===== src/rtl/serial_subtractor.sv =====
// rtl/serial_subtractor.sv - bit-serial subtractor, one full-subtractor cell, LSB first
//
// Computes diff = a - b - borrow_in (unsigned, modulo 2^NUM_BITS) over NUM_BITS
// clock cycles using one full-subtractor cell and a borrow flip-flop.
//
// Ports:
//   clk        in   1         system clock, rising edge
//   rst        in   1         asynchronous reset, active-high
//   start      in   1         request; operands sampled on the accepting edge
//   a          in   NUM_BITS  minuend
//   b          in   NUM_BITS  subtrahend
//   borrow_in  in   1         initial borrow
//   busy       out  1         high while a subtraction is in progress
//   done       out  1         one-cycle pulse: diff/underflow just updated
//   diff       out  NUM_BITS  result (a - b - borrow_in) mod 2^NUM_BITS
//   underflow  out  1         final borrow out (1 = a < b + borrow_in)

module serial_subtractor #(
    parameter int NUM_BITS = 4
) (
    input  logic                clk,
    input  logic                rst,
    input  logic                start,
    input  logic [NUM_BITS-1:0] a,
    input  logic [NUM_BITS-1:0] b,
    input  logic                borrow_in,
    output logic                busy,
    output logic                done,
    output logic [NUM_BITS-1:0] diff,
    output logic                underflow
);

    localparam int CW = (NUM_BITS > 1) ? $clog2(NUM_BITS) : 1;

    typedef enum logic [1:0] {
        IDLE  = 2'd0,
        SHIFT = 2'd1,
        DONE  = 2'd2
    } state_t;

    state_t              state;
    state_t              state_nxt;
    logic                load;
    logic                last_bit;

    logic [NUM_BITS-1:0] a_sr;
    logic [NUM_BITS-1:0] b_sr;
    logic [NUM_BITS-1:0] res_sr;
    logic                br;
    logic [CW-1:0]       cnt;

    logic                d_bit;
    logic                br_nxt;
    logic [NUM_BITS-1:0] res_nxt;

    // Full-subtractor cell on the current LSBs and the stored borrow.
    assign d_bit   = a_sr[0] ^ b_sr[0] ^ br;
    assign br_nxt  = (~a_sr[0] & b_sr[0]) | (~(a_sr[0] ^ b_sr[0]) & br);
    assign res_nxt = {d_bit, res_sr[NUM_BITS-1:1]};

    assign last_bit = (cnt == CW'(NUM_BITS - 1));

    always_comb begin
        state_nxt = state;
        load      = 1'b0;
        case (state)
            IDLE: begin
                if (start) begin
                    load      = 1'b1;
                    state_nxt = SHIFT;
                end
            end
            SHIFT: begin
                if (last_bit) begin
                    state_nxt = DONE;
                end
            end
            DONE: begin
                // A start here is accepted immediately for back-to-back operation.
                if (start) begin
                    load      = 1'b1;
                    state_nxt = SHIFT;
                end else begin
                    state_nxt = IDLE;
                end
            end
            default: begin
                state_nxt = IDLE;
            end
        endcase
    end

    always_ff @(posedge clk or posedge rst) begin
        if (rst) begin
            state <= IDLE;
        end else begin
            state <= state_nxt;
        end
    end

    always_ff @(posedge clk or posedge rst) begin
        if (rst) begin
            a_sr      <= '0;
            b_sr      <= '0;
            res_sr    <= '0;
            br        <= 1'b0;
            cnt       <= '0;
            diff      <= '0;
            underflow <= 1'b0;
        end else if (load) begin
            a_sr   <= a;
            b_sr   <= b;
            res_sr <= '0;
            br     <= borrow_in;
            cnt    <= '0;
        end else if (state == SHIFT) begin
            a_sr   <= a_sr >> 1;
            b_sr   <= b_sr >> 1;
            res_sr <= res_nxt;
            br     <= br_nxt;
            cnt    <= cnt + CW'(1);
            // The final bit is folded in on the same edge that enters DONE, so the
            // outputs are already valid during the single done cycle.
            if (last_bit) begin
                diff      <= res_nxt;
                underflow <= br_nxt;
            end
        end
    end

    assign busy = (state == SHIFT);
    assign done = (state == DONE);

endmodule


===== config.mk =====
export PLATFORM = sky130hd
export DESIGN_NAME = serial_subtractor
export DESIGN_NICKNAME = d
export VERILOG_FILES = /design/src/rtl/serial_subtractor.sv
export SDC_FILE = /design/constraint.sdc
export NUM_CORES = 1
export LEC_CHECK = 0
export ABC_AREA = 0
export BUFFER_PORTS_ARGS = -buffer_cell sky130_fd_sc_hd__buf_4
export CAP_MARGIN = 20
export CORE_UTILIZATION = 53
export CTS_CLUSTER_SIZE = 16
export DETAILED_ROUTE_END_ITERATION = 6
export MAX_ROUTING_LAYER = met4
export PLACE_DENSITY = 0.77
export SYNTH_ARGS = -nofsm -noshare
export SYNTH_HDL_FRONTEND = slang
export SYNTH_SLANG_ARGS = --single-unit

===== constraint.sdc =====
create_clock -name clk -period 3.8 [get_ports clk]
set_input_delay 0.38 -clock clk [delete_from_list [all_inputs] [get_ports clk]]
set_output_delay 0.38 -clock clk [all_outputs]
set_load 0.05 [all_outputs]

==> flow_results.org <==
** Timing
- Post-route clock period utilization :: 0.543
- Final slew viol count :: 0
- Final worst setup slack :: around 1.7 ns
- Hold violation count in the final report :: 0
- Worst Hold Margin :: 0.205 ns
- Count of final setup violators :: 0
- Setup TNS :: 0 ns
- Timing would allow up to 484 MHz.
- Setup repair after global routing left no endpoint under its margin.
- On the final layout, the worst clock skew is 0.00308 ns.
- Measured slew at the worst slew-check pin :: 0.758 ns
- Shortest period the worst path allows :: 2.06 ns
- Worst slew slack as a fraction of its limit :: 0.494

** Logic synthesis
- Nets in the synthesized netlist :: roughly 110
- Compound-cell area share of the yosys netlist :: 0.128
- Syn. warnings :: 0
- Each instance of the synthesized netlist takes up on average around 11 um2.
- Dominant combinational cell family by area after synthesis :: multiplexers
- Synth Area in XOR/XNOR :: 0.00852
- Gate Count Post-Synth :: 93
- Total of flip-flops plus latches after synthesis :: 21
- Fraction of the yosys area taken by sequential cells :: 0.511
- Of the total synthesized cell area, the portion taken by full adders, half adders and majority gates is 0.0316.
- Netlist cell types :: 22
- Proportion of synthesized area in mux cells :: 0.141
- The cell area that synthesis handed to floorplanning was 1030 um2.
- Area fraction in and, or, nand and nor cells after synthesis :: 0.112

** Power and ir drop
- Maximum VDD drop :: 504 uV
- Combinational fraction of design power :: 0.484
- Of the total power, the share spent switching nets is 0.427.
- P_leak :: 0.564 nW
- Internal power contribution :: 604 uW
- Register share of total power :: 0.415
- The analysis attributes to net switching a power of between 400 and 500 uW.
- Pwr Density :: 887 nW/um2
- The share of total power dissipated in the clock network is 0.101.

** Global routing
- For this run, the total global-route usage over all layers was measured as 0.203.
- Vias in the first global route :: 659
- The number of antenna violations at the first check in global routing was 0.
- Total overflow reported by the global router :: 0
- Wire length of the first global-routing pass :: roughly 2900 um
- Largest net degree at the start of global routing :: 25

** Floorplan
- The floorplan step set the die height to 46.1 um.
- FP Rows :: 15
- The die covers 2120 um2.
- The initial utilization of the core area, before any placement, comes to 0.583.
- The die is ~46 um wide.
- Std-Cell Core Area :: approximately 1800 um2
- For this design the top-level I/O count stands at 19.

** Outcome
- Outcome :: finished, final reports clean

** Place
- The HPWL after detailed placement is 1300 um.
- Port buffering added 18 buffers.
- Counting tap cells, the placed design contains a total of ~130 instances.
- Worst slack after detailed placement :: 2.09 ns
- Routability-driven placement finished with a final weighted congestion of roughly 0.75.

** Routing
- Post-route DRC :: 0
- The detail route stage leaves a number of antenna-violating nets equal to 0.
- Wire length per cell after detailed routing :: 13.1 um
- Router iterations before antenna repair :: 4
- Routed via count :: 723
- For this block, the initial DRC count from the detailed router was 14.
- Final Routed Wirelength :: between 1500 and 2000 um
- After detailed routing, the number of vias per cell comes to 5.32.

** Clock network
- In this run the post-CTS setup repair buffer count came out at 0.
- Post-cts resize count :: 0
- CTS root buf :: clkbuf_4
- CTS buffer count :: 3
- Clock tree from TritonCTS :: yes
- In this run the number of H-tree levels came out at 1.
- Count of hold-fix buffers inserted at cts :: 0
- The later pin in the worst-skew pair is clocked with a latency of 0.30 ns.
- Number of clock sinks :: 21
- Clock-pin slew of the registers on the worst-case setup and hold paths :: 0.12 ns
- Counting along the longest clock path gives a buffer depth of 2.

** Final layout
- After filler insertion, the fill cell instance count of the layout stands at 140.
- Relative area change from synthesis to final layout :: 15.6%
- For this run, the post-layout net count is 126.
- Most frequent standard cell in the layout excluding fill and tap cells :: dfrtp_1
- Number of standard cells in the final layout excluding fillers :: 136
- 0 antenna diodes ended up in the layout.
- In the layout the commonest cells are dfrtp_1 (21), buf_4 (18), inv_1 (9), mux2_2 (8), o21ai_0 (8).
- Share of post-route cells with drive strength above 1 :: 0.297
- Layout Utilization :: 0.674

** Critical path
- STA puts the critical path data required time at approximately 3.4 ns.
- Crit Path Class :: reg2out
- In this run the worst setup path begins at state[0]$_DFFE_PP0P_.
- The startpoint identified for the worst register-to-register timing path is state[0]$_DFFE_PP0P_.
- Kind of end point of the critical path :: output pin
- Arrival time of the worst setup path :: 1.68 ns
- Element type at the critical path start :: flip-flop
- Largest fanout of any net on the critical path :: 24

** Flow run
- Max-capacitance violation count :: 0

** Hold path
- The min-delay analysis places its worst path in the category in2async.
-- power by group through the flow --
| stage | logic [mW] | clock network (mW) | registers, mW |
|---|---|---|---|
| floorplan | 0.359 | 0 | 0.477 |
| global placement | 0.503 | 0 | 0.431 |
| detailed placement | 0.517 | 0 | 0.441 |
| CTS | 0.518 | 0.111 | 0.436 |
| global route | 0.572 | 0.115 | 0.450 |
| finish | 0.510 | 0.106 | 0.437 |
-- through the flow --
stage / cell area (um2) / power [mW]
2_1_floorplan: 1030 / 0.837
3_3_place_gp: 1160 / 0.935
3_5_place_dp: 1160 / 0.959
4_1_cts: 1190 / 1.07
5_1_grt: 1190 / 1.14
6_report: 1190 / 1.05
-- cells in the mapped netlist --
cell / instances / area share
nand2b_1: 6 / 0.037
nand2_1: 5 / 0.018
nand3_1: 2 / 0.0097
ha_1: 1 / 0.012
fa_1: 1 / 0.019
mux2_2: 8 / 0.088
o21ai_0: 8 / 0.039
buf_4: 3 / 0.022
dfrtp_1: 21 / 0.51
nand3b_2: 1 / 0.011
xnor2_1: 1 / 0.0085
mux2_4: 1 / 0.015
a22o_1: 1 / 0.0085
mux2i_1: 4 / 0.039
a211oi_1: 3 / 0.022
o22ai_1: 4 / 0.024
nor2_1: 1 / 0.0036
a21oi_1: 7 / 0.034
and2_4: 1 / 0.0085
inv_1: 9 / 0.033
clkbuf_8: 1 / 0.013
nor2b_1: 4 / 0.024
-- cell families after synthesis --
family,count (synthesis)
multiplexers,13
AO/OA/AOI/OAI,23
AND/OR/NAND/NOR,20
buffers and inverters,13
adder cells (fa/ha/maj),2
flip-flops,21
XOR/XNOR,1
-- sequential cells by signal (all words and copies together) (netlist names) --
| signal | count |
|---|---|
| a_sr | 4 |
| b_sr | 4 |
| diff | 4 |
| res_sr | 3 |
| cnt | 2 |
| state | 2 |
| br | 1 |
| underflow | 1 |
-- worst max-delay path, stage by stage (launching register included) --
cell,delay (ns)
dfrtp_1,0.81
nand2b_1,0.28
inv_1,0.10
buf_4,0.19
-- per-layer routing --
layer / GRT usage / part of all wire / wire (um) / vias to the layer above
met4: 0.0882 / 0.012 / 21 / 0
li1: - / - / - / 353
met2: 0.324 / 0.50 / 891 / 16
met5: - / 0 / 0 / -
met1: 0.260 / 0.46 / 813 / 352
met3: 0.0235 / 0.028 / 49 / 2
-- worst paths after layout --
check | depth (start not counted) | slack (ns) | end
setup reg to reg | 2 | 2.23 | diff[0]$_DFFE_PP0P_
max in group asynchronous | 2 | 3.12 | a_sr[2]$_DFFE_PP0P_
hold reg to reg | 2 | 0.51 | underflow$_DFFE_PP0P_
hold / removal | 2 | 0.20 | underflow$_DFFE_PP0P_
min in group clk | 3 | 0.35 | a_sr[0]$_DFFE_PP0P_
setup / recovery | 3 | 1.74 | busy
-- cell type report --
type	count	area, um2	share of cell area
Sequential cell	21	526	0.442
Multi-Input combinational cell	59	433	0.364
Timing Repair Buffer	18	135	0.114
Inverter	9	33.8	0.0284
Tap cell	25	31.3	0.0263
Clock buffer	3	22.5	0.0189
Clock inverter	1	7.51	0.00632
(Power assumes the default switching activity.)
